===== src/rtl/imem_boot_loader.sv =====
// Boot loader: assembles a little-endian byte stream into imem words, then releases the core.
// Optional trailing XOR checksum word is enabled by defining LOADER_CHECKSUM_EN.
module imem_boot_loader #(
  parameter int ADDR_W = 8
) (
  input  logic              clk,
  input  logic              rst,
  input  logic              rx_valid,
  input  logic [7:0]        rx_data,
  output logic              rx_ready,
  input  logic              reload,
  input  logic [31:0]       IR_addr,
  output logic [31:0]       IR,
  input  logic [31:0]       im_rdata,
  output logic [ADDR_W-1:0] im_addr,
  output logic [31:0]       im_wdata,
  output logic              im_wen_n,
  output logic              core_rst_n,
  output logic              busy,
  output logic              err
);

  typedef enum logic [2:0] {
    S_HDR,
    S_LOAD,
`ifdef LOADER_CHECKSUM_EN
    S_CSUM,
`endif
    S_RUN,
    S_ERR
  } state_t;

  localparam logic [32:0]     DEPTH = 33'd1 << ADDR_W;
  localparam logic [ADDR_W:0] ONE   = 1;

  state_t            r_state, w_state_nxt;
  logic [1:0]        r_byte_cnt;
  logic [23:0]       r_asm;
  logic [ADDR_W:0]   r_word_idx;
  logic [ADDR_W:0]   r_len;
  logic [31:0]       r_wdata;
  logic              r_wen_n;
  logic              r_core_rst_n;
`ifdef LOADER_CHECKSUM_EN
  logic [31:0]       r_csum;
`endif

  logic              w_active;
  logic              w_accept;
  logic              w_word_done;
  logic [31:0]       w_word;
  logic              w_last_wr;
  logic              w_reload;
  logic              w_unused_ir;

`ifdef LOADER_CHECKSUM_EN
  assign w_active = (r_state == S_HDR) || (r_state == S_LOAD) || (r_state == S_CSUM);
`else
  assign w_active = (r_state == S_HDR) || (r_state == S_LOAD);
`endif

  assign rx_ready    = w_active & ~rst;
  assign w_accept    = rx_valid & rx_ready;
  assign w_word_done = w_accept & (r_byte_cnt == 2'd3);
  assign w_word      = {rx_data, r_asm};
  // The write pulse cycle of the final word decides the hand-off out of LOAD.
  assign w_last_wr   = ~r_wen_n & ((r_word_idx + ONE) == r_len);
  assign w_reload    = reload & ((r_state == S_RUN) || (r_state == S_ERR));
  assign w_unused_ir = ^{IR_addr[31:ADDR_W+2], IR_addr[1:0]};

  always_ff @(posedge clk or posedge rst) begin
    if (rst) r_state <= S_HDR;
    else     r_state <= w_state_nxt;
  end

  always_comb begin
    w_state_nxt = r_state;
    case (r_state)
      S_HDR: begin
        if (w_word_done) begin
          if ((w_word == 32'd0) || ({1'b0, w_word} > DEPTH)) w_state_nxt = S_ERR;
          else                                               w_state_nxt = S_LOAD;
        end
      end
      S_LOAD: begin
`ifdef LOADER_CHECKSUM_EN
        if (w_last_wr) w_state_nxt = S_CSUM;
`else
        if (w_last_wr) w_state_nxt = S_RUN;
`endif
      end
`ifdef LOADER_CHECKSUM_EN
      S_CSUM: begin
        if (w_word_done) w_state_nxt = (w_word == r_csum) ? S_RUN : S_ERR;
      end
`endif
      S_RUN:   if (w_reload) w_state_nxt = S_HDR;
      S_ERR:   if (w_reload) w_state_nxt = S_HDR;
      default: w_state_nxt = S_HDR;
    endcase
  end

  always_ff @(posedge clk or posedge rst) begin
    if (rst) begin
      r_byte_cnt   <= 2'd0;
      r_asm        <= 24'd0;
      r_word_idx   <= '0;
      r_len        <= '0;
      r_wdata      <= 32'd0;
      r_wen_n      <= 1'b1;
      r_core_rst_n <= 1'b0;
`ifdef LOADER_CHECKSUM_EN
      r_csum       <= 32'd0;
`endif
    end else begin
      r_wen_n <= 1'b1;
      if (w_accept) begin
        r_byte_cnt <= r_byte_cnt + 2'd1;
        case (r_byte_cnt)
          2'd0: r_asm[7:0]   <= rx_data;
          2'd1: r_asm[15:8]  <= rx_data;
          2'd2: r_asm[23:16] <= rx_data;
          2'd3: ;
        endcase
      end
      if ((r_state == S_HDR) && w_word_done) begin
        r_len      <= w_word[ADDR_W:0];
        r_word_idx <= '0;
      end
      if ((r_state == S_LOAD) && w_word_done) begin
        r_wdata <= w_word;
        r_wen_n <= 1'b0;
`ifdef LOADER_CHECKSUM_EN
        r_csum  <= r_csum ^ w_word;
`endif
      end
`ifdef LOADER_CHECKSUM_EN
      if (r_state == S_HDR) r_csum <= 32'd0;
`endif
      if (~r_wen_n) r_word_idx <= r_word_idx + ONE;
      // No bytes are accepted in RUN/ERR, so clearing here cannot race assembly.
      if (w_reload) begin
        r_byte_cnt <= 2'd0;
        r_word_idx <= '0;
        r_len      <= '0;
      end
      r_core_rst_n <= (w_state_nxt == S_RUN);
    end
  end

  assign im_addr    = (r_state == S_RUN) ? IR_addr[ADDR_W+1:2] : r_word_idx[ADDR_W-1:0];
  assign IR         = (r_state == S_RUN) ? im_rdata : 32'h0;
  assign im_wdata   = r_wdata;
  assign im_wen_n   = r_wen_n;
  assign core_rst_n = r_core_rst_n;
  assign busy       = w_active;
  assign err        = (r_state == S_ERR);

endmodule


===== config.mk =====
export PLATFORM = sky130hd
export DESIGN_NAME = imem_boot_loader
export DESIGN_NICKNAME = d
export VERILOG_FILES = /design/src/rtl/imem_boot_loader.sv
export SDC_FILE = /design/constraint.sdc
export NUM_CORES = 1
export LEC_CHECK = 0
export ABC_AREA = 1
export BUFFER_PORTS_ARGS = -buffer_cell sky130_fd_sc_hd__buf_2
export CAP_MARGIN = 25
export CORE_MARGIN = 2
export CORE_UTILIZATION = 44
export CTS_BUF_LIST = sky130_fd_sc_hd__clkbuf_16
export CTS_CLUSTER_DIAMETER = 100
export DETAILED_ROUTE_END_ITERATION = 16
export GPL_TIMING_DRIVEN = 0
export PLACE_DENSITY = 0.82
export REMOVE_ABC_BUFFERS = 1
export SLEW_MARGIN = 0
export SYNTH_ARGS = -nofsm -noshare
export SYNTH_HDL_FRONTEND = slang
export SYNTH_SLANG_ARGS = --single-unit

===== constraint.sdc =====
create_clock -name clk -period 2.5 [get_ports clk]
set_input_delay 0.25 -clock clk [delete_from_list [all_inputs] [get_ports clk]]
set_output_delay 0.25 -clock clk [all_outputs]
set_load 0.02 [all_outputs]

# Word-level counts from Yosys, hierarchy flattened
# Index checks and enable logic that the tools add are counted.
# Widths: inputs -> output; s select.
# word_totals
regBits,81
input_bits,76
output_inout_bits,77
# classes
addsub,2
magnitude_cmp,1
n_eq_ne,9
n_mux,15
n_bitwise,7
reduce_logical,14
# ops
operator,n
$mux 9,5
$gt 32x9->1 const B,1
$logic_not 32->1,1
$mux 32,1
$add 9x1->9 const B,1
$eq 3x2->1 const B,3
$eq 9x9->1,1
$mux 3,3
$pmux 3 s3,1
$mux 8,1
$mux 2,3
$reduce_and 2->1,3
$and 1x1->1,5
$eq 2x2->1 const B,2
$reduce_bool 2->1,2
$eq 3x1->1 const B,1
$logic_not 3->1,1
$logic_or 1x1->1,3
$ne 3x1->1 const B,1
$add 2x1->2 const B,1
$eq 2x1->1 const B,1
$logic_and 1x1->1,2
$logic_not 2->1,1
$not 1->1,2
2 further kinds,2

# Logic depth before layout (Yosys ltp)
# Gate-level depths: netlist of the first run.
# logic_depth
word_depth,9
ltp_mapped,13
depth_no_buf,13

# Least setup slack after synthesis of the first run
# Ideal clock, no wire load.
# synth_path
path_kind,reg2reg
from,register r_state[1]
to,register r_wdata[24] (netlist: im_wdata[24])
t_arrival_ns,1.509
required_time_ns,2.375
slack_ns,0.865
stages_incl_launch_ff,8
synth_period_minus_slack_ns,1.635
path_cell_list,dfrtp_1 -> buf_6 -> nor3_4 -> nand3_2 -> inv_2 -> nand2_2 -> buf_6 -> mux2_4
# synth_via
elab_chain_cells,6
# synth_rtl
element,line,source
from (decl),36,"state_t r_state, w_state_nxt;"
from (signal assigned),73,else r_state <= w_state_nxt;
$eq 3x1->1 or $logic_not 3->1 (tied branches),59,assign w_active = (r_state == S_HDR) || (r_state == S_LOAD);
$logic_or 1x1->1 *,59,
$and 1x1->1 *,62,assign rx_ready = w_active & ~rst;
net rx_ready,10,"output logic rx_ready,"
$and 1x1->1 *,63,assign w_accept = rx_valid & rx_ready;
$and 1x1->1 *,64,assign w_word_done = w_accept & (r_byte_cnt == 2'd3);
$logic_and 1x1->1 *,130,if ((r_state == S_LOAD) && w_word_done) begin
to (signal assigned),131,r_wdata <= w_word;
to (decl),41,logic [31:0] r_wdata;
# The timed path passes the listed nets; every way through them passes the cells marked *.
# A chain may end at the register's enable or synchronous reset.

# Final worst setup path of the first run
# layout_path
from,register r_state[1]
to,register r_wdata[26] (netlist: im_wdata[26])
# layout_via
elab_chain_cells,6
# layout_rtl
element,line
$eq 3x1->1 or $logic_not 3->1 (tied branches),"59, 130"
$logic_or 1x1->1,59
$and 1x1->1,62
$and 1x1->1,63
$and 1x1->1,64
$logic_and 1x1->1 *,130
# Mark *: on every way between the ends. The rest lies on a longest branch, timed or not.

==> flow_metrics.py, run 1 <==
metrics = {
    "synth": {
        "syn_inst": 496,
        "synth_area_per_cell_um2": 7.97,
        "ys_ff_latch": 81,
        "yosys.area.top_type": "dfrtp_1",
        "netlist_top_cells_area": "dfrtp_1 51%, nand2_1 9.6%, inv_1 8.9%, o21ai_0 7.2%, nor2_1 5.7%",
        "yosysTopAreaCellShare": 0.506,
        "synth_seq_area_share": 0.513,
        "yosysWarnings": 0,
        "synthDistinctLibCells": 29,
        "syn_area_um2": 3950,
    },
    "final_layout": {
        "multiInputGateArea_um2": 1460,
        "regArea_um2": 2030,
        "antenna_cells": 0,
        "instances_no_fill": 734,
        "fillerInstances": 747,
        "drive_gt1_frac": 0.259,
        "area_growth_pct": 25.8,
        "final_nets": 702,
        "fin_util": 0.570,
    },
    "timing": {
        "period_minus_slack_ns": 2.15,
        "period_share": 0.860,
        "finalClockSkew_ns": 0.00700,
        "slew-limit-headroom": 0.357,
        "setup_viol": 0,
        "hold_slack_ns": 0.203,
        "drv_slew": 0,
        "worstMarginPinSlew_ns": 0.961,
        "finalHoldViolCount": 0,
        "rsz0062_at_grt": "no",
        "setup_slack_ns": 0.351,
        "setup-tns-final_ns": 0,
        "fmax_mhz": 465,
    },
    "clock_tree": {
        "cts_buffers": 9,
        "cts_tree": "built",
        "clock-sinks": 81,
        "h-tree-depth": 3,
        "post-cts-setup-buffer-count": 0,
        "clock_tree.root_cell": "clkbuf_16",
        "clk_latency_ns": 0.33,
        "path_clk_slew_ns": 0.06,
        "cts.path.max_buffers": 2,
    },
    "critical_path": {
        "slowest_stage": "nand2_2",
        "reg2reg_to": "im_wdata[26]$_DFFE_PP0P_",
        "worstPathCellList": "nor3_1, nand2_2, mux2_4",
        "worst-path-buf-inv": 0,
        "r2r-start": "r_state[1]$_DFF_PP0_",
        "r2r_slack_ns": 0.35,
        "r2r_cells": 3,
        "critPathArrivalTime_ns": 2.36,
        "cpPeakStageDelay_ns": 0.62,
        "critical_path.top_delay_family": "simple AND/OR/NAND/NOR gates",
        "path_depth": 3,
        "critPathCaptureType": "register",
        "required_ns": 2.71,
        "start_kind": "register",
        "crit_fanout": 61,
        "worstSetupPathType": "reg -> reg",
    },
    "min_path": {
        "hold_start": "rx_data[4]",
        "hold_end": "r_asm[12]$_DFFE_PP0P_",
        "holdCritPathClass": "in -> reg",
        "holdPathStages": 3,
    },
    "global_routing": {
        "grt_max_degree": 62,
        "grt_pass1_wl_um": 15700,
        "grt_pass1_vias": 3446,
        "grt_usage": 0.196,
        "antenna_found_initial": 0,
        "grt.overflow.total": 0,
    },
    "place": {
        "post-place-cells": 717,
        "hpwl_um": 6920,
        "place_ws_ns": 0.348,
        "io_buffers": 128,
        "gp_congestion": 0.874,
    },
    "routing": {
        "m1WireLength_um": 4200,
        "first_iter_violations": 379,
        "routed_wl_um": 9740,
        "route.detailed.drc": 0,
        "dr.max_layer_used": "met4",
        "vias_per_cell": 4.94,
        "firstDrtPassIters": 7,
        "route.met2.wl_um": 4800,
        "drt-wirelength-per-cell_um": 13.3,
        "drtAntennaViolNets": 0,
        "wl_met3_um": 514,
        "vias": 3629,
    },
    "floorplanning": {
        "dieWidth_um": 98.8,
        "start_util": 0.453,
        "die_h_um": 98.8,
        "core.rowCount": 34,
        "core_area_um2": 8720,
        "ios": 153,
        "die_area_um2": 9760,
    },
    "power": {
        "leakage_nw": 2.86,
        "sequentialPowerShare": 0.417,
        "p_switching_mw": 1.62,
        "switching_share": 0.361,
        "p_int_mw": 2.87,
        "ir_drop_mv": 0.428,
        "pwr-share-comb": 0.293,
        "powerDensity_nw_per_um2": 904,
        "clkPwrFrac": 0.291,
    },
    "outcome": {
        "status": "finished clean",
    },
    "job": {
        "maxCapViolations": 0,
    },
}
==> sequential cells by signal, indices dropped and copies added (netlist names) <==
name and cells:
core_rst_n 1, im_wdata 32, im_wen_n 1, r_asm 24
r_byte_cnt 2, r_len 9, r_state 3, r_word_idx 9
==> layout make-up <==
class | count | area share
Timing Repair Buffer | 131 | 0.139
Sequential cell | 81 | 0.408
Inverter | 97 | 0.0737
Clock inverter | 7 | 0.0141
Clock buffer | 9 | 0.0453
Tap cell | 108 | 0.0272
Multi-Input combinational cell | 301 | 0.293
==> timing repair <==
| action | CTS | global route |
|---|---|---|
| resized for setup | 0 | 1 |
| hold buffers | 1 | 0 |
| setup endpoints to repair | 0 | 3 |
| hold endpoints to repair | 20 | 0 |
==> metrics by stage <==
stage	power [mW]	instance area, um2
after floorplan	2.75	3840
after global placement	3.08	4620
after detailed placement	3.17	4660
after CTS	4.50	4970
after global routing	4.77	4970
final	4.50	4970
==> metal layers <==
metal | GRT usage | vias to the layer above
li1 | - | 1791
met1 | 0.254 | 1692
met2 | 0.331 | 119
met3 | 0.0305 | 27
met4 | 0.0780 | 0
met5 | 0 | -
==> cells by family after synthesis <==
family          after synthesis  share of synthesized area
simple gates                206                      0.222
other cells                   1                   0.000948
compound gates               85                      0.114
flops                        81                      0.513
buf+inv                     114                      0.120
mux                           4                     0.0142
fa+ha+maj                     5                     0.0158
==> synth_stat cells <==
library cell,instances
nor2_4,3
o22ai_1,17
conb_1,1
nor2_1,60
inv_2,2
buf_2,1
nor3_4,1
buf_6,6
nand3_1,25
or2_0,1
mux2_4,3
nand2_1,101
buf_1,2
dfrtp_1,80
nor3_1,3
nand2_2,3
ha_1,5
inv_1,94
a21oi_1,9
clkbuf_1,8
clkinv_1,1
o21a_1,1
mux2_2,1
dfstp_2,1
nand3_2,1
o21ai_1,1
o21ai_0,57
nand4_1,7
nor2_2,1
==> cells in the final DEF (no fill, tap or decap), types with 2 or more instances in the layout <==
| cell | n |
|---|---|
| a21oi_1 | 9 |
| buf_2 | 128 |
| clkbuf_16 | 9 |
| clkinv_1 | 2 |
| clkinvlp_4 | 2 |
| dfrtp_1 | 80 |
| ha_1 | 5 |
| inv_1 | 94 |
| inv_2 | 2 |
| inv_6 | 2 |
| mux2_4 | 3 |
| nand2_1 | 101 |
| nand2_2 | 3 |
| nand3_1 | 24 |
| nand3_2 | 2 |
| nand4_1 | 7 |
| nor2_1 | 60 |
| nor2_4 | 3 |
| nor3_1 | 3 |
| o21ai_0 | 57 |
| o22ai_1 | 17 |
==> power by group through the flow <==
stage / sequential [mW] / clock (mW) / combinational [mW]
global placement: 1.86 / 0 / 1.22
floorplan: 1.84 / 0 / 0.908
detailed placement: 1.88 / 0 / 1.29
CTS: 1.87 / 1.32 / 1.32
global route: 1.90 / 1.38 / 1.49
finish: 1.87 / 1.31 / 1.32
==> worst max path at each step <==
stage,startpoint,endpoint,slack [ns]
final,r_state[1]$_DFF_PP0_,im_wdata[26]$_DFFE_PP0P_,0.35
after global routing,r_state[1]$_DFF_PP0_,im_wdata[26]$_DFFE_PP0P_,0.17
after CTS,r_state[2]$_DFF_PP0_,im_addr[2],0.15
after detailed placement,r_state[1]$_DFF_PP0_,im_wdata[26]$_DFFE_PP0P_,0.35
after global placement,rst,im_wdata[14]$_DFFE_PP0P_,-0.71
after floorplan,rst,core_rst_n$_DFF_PP0_,0.17
==> worst register-to-register path, delay by kind of cell (launching register included) <==
family	cells	cell delay (ns)
multiplexers	1	0.53
AND/OR/NAND/NOR	2	1.02
flip-flops	1	0.48
Note: power is estimated with default switching activity, not from simulation.
==> inputs of run 2 (changes only) <==
==> constraint.sdc (replaced) <==
create_clock -name clk -period 2.5 [get_ports clk]
set_input_delay 0.75 -clock clk [delete_from_list [all_inputs] [get_ports clk]]
set_output_delay 0.75 -clock clk [all_outputs]
set_load 0.02 [all_outputs]
==> flow_metrics.py, run 2 (synthesis gave the netlist of run 1 again) <==
metrics = {
    "min_path": {
        "holdCritPathClass": "in -> async",
    },
    "timing": {
        "worstMarginPinSlew_ns": 0.961,
        "finalHoldViolCount": 0,
        "fmax_mhz": 425,
        "period_share": 0.941,
        "finalClockSkew_ns": 0.00682,
        "setup_viol": 0,
        "slew-limit-headroom": 0.357,
        "hold_slack_ns": 0.407,
        "rsz0062_at_grt": "no",
        "drv_slew": 0,
        "period_minus_slack_ns": 2.35,
    },
    "power": {
        "ir_drop_mv": 0.427,
        "powerDensity_nw_per_um2": 901,
        "leakage_nw": 2.86,
        "power_mw": 4.50,
    },
    "routing": {
        "routed_wl_um": 9740,
        "route.detailed.drc": 0,
        "firstDrtPassIters": 5,
        "drtAntennaViolNets": 0,
        "first_iter_violations": 396,
        "vias_per_cell": 4.95,
        "drt-wirelength-per-cell_um": 13.2,
        "vias": 3646,
    },
    "place": {
        "io_buffers": 128,
        "hpwl_um": 6920,
        "post-place-cells": 717,
        "place_area_um2": 4660,
        "gp_congestion": 0.874,
    },
    "final_layout": {
        "fillerInstances": 745,
        "antenna_cells": 0,
        "drive_gt1_frac": 0.266,
        "area_growth_pct": 26.4,
        "layout_common_cells": "128 x buf_2, 101 x nand2_1, 93 x inv_1, 79 x dfrtp_1, 60 x nor2_1",
        "layout_commonest_cell": "buf_2",
        "final_nets": 704,
        "fin_util": 0.573,
        "largest_register_ffs": 32,
        "final_area_um2": 5000,
        "instances_no_fill": 736,
    },
    "clock_tree": {
        "cts_tree": "built",
        "clk_latency_ns": 0.33,
        "clock-sinks": 81,
        "h-tree-depth": 3,
        "cts.path.max_buffers": 2,
        "cts_buffers": 9,
        "clock_tree.root_cell": "clkbuf_16",
        "path_clk_slew_ns": 0.06,
    },
    "critical_path": {
        "start_kind": "register",
        "worstSetupPathType": "reg -> out",
        "worstPathCellList": "nand3_4, buf_8, a21oi_1, buf_2",
        "slowest_stage": "dfrtp_1",
        "crit_fanout": 32,
        "critPathArrivalTime_ns": 1.60,
        "critPathCaptureType": "output port",
        "cpPeakStageDelay_ns": 0.55,
        "critical_path.top_delay_family": "flip-flops",
        "required_ns": 1.75,
        "r2r-start": "r_state[1]$_DFF_PP0_",
        "startpoint": "r_state[1]$_DFF_PP0_",
        "worst-path-buf-inv": 2,
    },
    "floorplanning": {
        "core_area_um2": 8720,
        "die_area_um2": 9760,
        "start_util": 0.453,
        "die_h_um": 98.8,
        "dieWidth_um": 98.8,
        "core.rowCount": 34,
        "ios": 153,
    },
    "global_routing": {
        "grt_max_degree": 62,
        "grt_pass1_vias": 3449,
        "grt_usage": 0.196,
        "grt_pass1_wl_um": 15700,
        "grt.overflow.total": 0,
        "antenna_found_initial": 0,
    },
    "outcome": {
        "status": "finished clean",
    },
    "job": {
        "maxCapViolations": 0,
    },
}
==> run 2: changes by cell type in the layout (fill, tap and decap cells not counted) <==
cell,change
nand3_4,+1
nand3_2,-1
dfrtp_2,+1
dlygate4sd3_1,-1
buf_4,+3
dfrtp_1,-1
inv_1,-1
inv_2,+1
==> run 2: path summary, 6_finish.rpt <==
kind / to / slack [ns] / depth (start not counted)
worst max-delay path: im_addr[2] / 0.15 / 4
worst min register to register: im_wdata[28]$_DFFE_PP0P_ / 0.48 / 2
max in group asynchronous: r_len[8]$_DFFE_PP0P_ / 1.51 / 3
worst max register to register: im_wdata[26]$_DFFE_PP0P_ / 0.32 / 3
worst min-delay path: r_word_idx[6]$_DFFE_PP0P_ / 0.41 / 2
min in group clk: im_wdata[28]$_DFFE_PP0P_ / 0.48 / 2
==> run 2: routing by layer <==
layer	routed length (um)	track usage
met1	4190	0.252
met3	508	0.0305
met5	0	0
met4	181	0.0780
met2	4860	0.333
==> run 2: area by class of cell <==
| type | count | area [um2] | area share |
|---|---|---|---|
| Timing Repair Buffer | 133 | 706 | 0.141 |
| Tap cell | 108 | 135 | 0.0270 |
| Multi-Input combinational cell | 301 | 1460 | 0.293 |
| Sequential cell | 81 | 2030 | 0.406 |
| Clock inverter | 7 | 70.1 | 0.0140 |
| Inverter | 97 | 367 | 0.0734 |
| Clock buffer | 9 | 225 | 0.0451 |
==> run 2: report_power, final <==
part           internal, mW  switching (mW)  total [mW]
Clock                 0.773           0.534        1.31
Combinational         0.426           0.895        1.32
Sequential             1.68           0.198        1.87
Total                  2.87            1.63        4.50
==> run 2: metrics by stage <==
step / setup WS (ns) / TNS, ns
finish: 0.148 / 0
global route: 0.0125 / 0
CTS: 0.0354 / 0
detailed placement: 0.00162 / 0
global placement: -1.21 / -110.66
floorplan: -0.328 / -35.45
==> run 2: what timing repair did <==
| action | in CTS | in global routing |
|---|---|---|
| gates resized for setup | 3 | 1 |
| hold buffers | 0 | 0 |
| setup endpoints to repair | 40 | 6 |
| pin swaps | 0 | 1 |
| cloned | 0 | 0 |
| hold endpoints to repair | 0 | 0 |
| buffers inserted | 0 | 3 |
==> inputs of run 3 (changes only) <==
CORE_UTILIZATION = 25   (was 44)
CTS_BUF_LIST = sky130_fd_sc_hd__clkbuf_4 sky130_fd_sc_hd__clkbuf_8 sky130_fd_sc_hd__clkbuf_16   (was sky130_fd_sc_hd__clkbuf_16)
PLACE_DENSITY = 0.56   (was 0.82)
==> flow_metrics.py, run 3 (synthesis gave the netlist of run 1 again) <==
metrics = {
    "clock_tree": {
        "cts_tree": "built",
        "cts_hold_buf": 0,
        "cts.path.max_buffers": 2,
        "clock-sinks": 81,
        "h-tree-depth": 3,
        "path_clk_slew_ns": 0.06,
        "clk_latency_ns": 0.34,
        "cts_buffers": 9,
        "clock_tree.root_cell": "clkbuf_16",
    },
    "timing": {
        "drv_slew": 0,
        "fmax_mhz": 415,
        "worstMarginPinSlew_ns": 0.574,
        "period_minus_slack_ns": 2.41,
        "setup-tns-final_ns": 0,
        "slew-limit-headroom": 0.617,
        "rsz0062_at_grt": "yes",
        "finalHoldViolCount": 0,
        "setup_viol": 0,
        "period_share": 0.963,
        "finalClockSkew_ns": 0.00377,
        "hold_slack_ns": 0.362,
    },
    "floorplanning": {
        "die_h_um": 130,
        "ios": 153,
        "start_util": 0.258,
        "core_area_um2": 15300,
        "dieWidth_um": 130,
        "core.rowCount": 45,
        "die_area_um2": 16800,
    },
    "routing": {
        "firstDrtPassIters": 4,
        "drtAntennaViolNets": 0,
        "route.met2.wl_um": 4730,
        "m1WireLength_um": 5160,
        "dr.max_layer_used": "met4",
        "wl_met3_um": 373,
        "drt-wirelength-per-cell_um": 12.4,
        "vias_per_cell": 4.13,
        "first_iter_violations": 188,
        "route.detailed.drc": 0,
        "vias": 3457,
        "routed_wl_um": 10400,
    },
    "power": {
        "powerDensity_nw_per_um2": 860,
        "leakage_nw": 2.86,
        "power_mw": 4.44,
        "ir_drop_mv": 0.420,
    },
    "final_layout": {
        "antenna_cells": 0,
        "layout_common_cells": "125 x buf_2, 101 x nand2_1, 91 x inv_1, 78 x dfrtp_1, 60 x nor2_1",
        "final_nets": 705,
        "drive_gt1_frac": 0.271,
        "largest_register_ffs": 32,
        "area_growth_pct": 30.6,
        "instances_no_fill": 838,
        "fillerInstances": 1656,
        "layout_commonest_cell": "buf_2",
    },
    "critical_path": {
        "critPathCaptureType": "output port",
        "start_kind": "register",
        "crit_fanout": 7,
        "required_ns": 1.75,
        "cpPeakStageDelay_ns": 0.47,
        "slowest_stage": "dfrtp_2",
        "critPathArrivalTime_ns": 1.66,
        "worst-path-buf-inv": 3,
        "r2r_slack_ns": 0.56,
        "critical_path.top_delay_family": "buffers and inverters",
        "worstPathCellList": "clkinvlp_4, buf_4, nand3_2, nor2_1, buf_2",
        "worstSetupPathType": "reg -> out",
    },
    "place": {
        "gp_congestion": 0.776,
        "post-place-cells": 819,
        "io_buffers": 128,
        "hpwl_um": 7430,
    },
    "global_routing": {
        "grt_max_degree": 70,
        "antenna_found_initial": 0,
        "grt_usage": 0.124,
        "grt_pass1_vias": 3176,
        "grt_pass1_wl_um": 16400,
        "grt.overflow.total": 0,
    },
    "job": {
        "maxCapViolations": 0,
    },
    "outcome": {
        "status": "finished clean",
    },
    "min_path": {
        "holdCritPathClass": "in -> async",
    },
}
-- run 3: layout make-up --
| class | count | area, um2 | area share |
|---|---|---|---|
| sequential | 81 | 2030 | 0.393 |
| multi-input combinational | 304 | 1510 | 0.292 |
| timing repair buffer | 131 | 703 | 0.136 |
| tap | 211 | 264 | 0.0511 |
| inverter | 97 | 374 | 0.0724 |
| clock buffer | 10 | 239 | 0.0463 |
| clock inverter | 4 | 45.0 | 0.00872 |
-- run 3: path summary, 6_finish.rpt --
| kind | end | from | depth (start not counted) |
|---|---|---|---|
| setup reg to reg | im_wdata[25]$_DFFE_PP0P_ | r_state[0]$_DFF_PP0_ | 5 |
| hold reg to reg | im_wdata[12]$_DFFE_PP0P_ | im_wdata[12]$_DFFE_PP0P_ | 2 |
| max in group asynchronous | im_wen_n$_DFF_PP1_ | rst | 3 |
| min in group clk | im_wdata[12]$_DFFE_PP0P_ | im_wdata[12]$_DFFE_PP0P_ | 2 |
| setup / recovery | IR[15] | r_state[2]$_DFF_PP0_ | 5 |
| hold / removal | core_rst_n$_DFF_PP0_ | rst | 2 |
-- run 3: timing repair --
item | 4_1_cts | 5_1_grt
buffers inserted | 0 | 1
gates resized for setup | 5 | 5
endpoints found under the setup margin | 40 | 35
pin swaps | 1 | 2
cloned | 2 | 1
-- run 3: report_power, final --
| group | total (mW) | switching, mW | internal [mW] |
|---|---|---|---|
| clock network | 1.28 | 0.497 | 0.783 |
| registers | 1.85 | 0.179 | 1.67 |
| logic | 1.31 | 0.872 | 0.438 |
-- run 3: per-stage QoR --
step / util / area (um2) / setup WS (ns)
floorplan: - / 3840 / -0.328
global placement: 0.310 / 4750 / -1.48
detailed placement: 0.312 / 4780 / -0.103
CTS: 0.334 / 5110 / 0.0223
global route: 0.337 / 5160 / -0.00510
finish: 0.337 / 5160 / 0.0919
-- run 3: per-layer routing --
metal,track usage,vias up
met5,0,-
li1,-,1803
met2,0.176,54
met4,0.0474,0
met3,0.0275,13
met1,0.184,1587
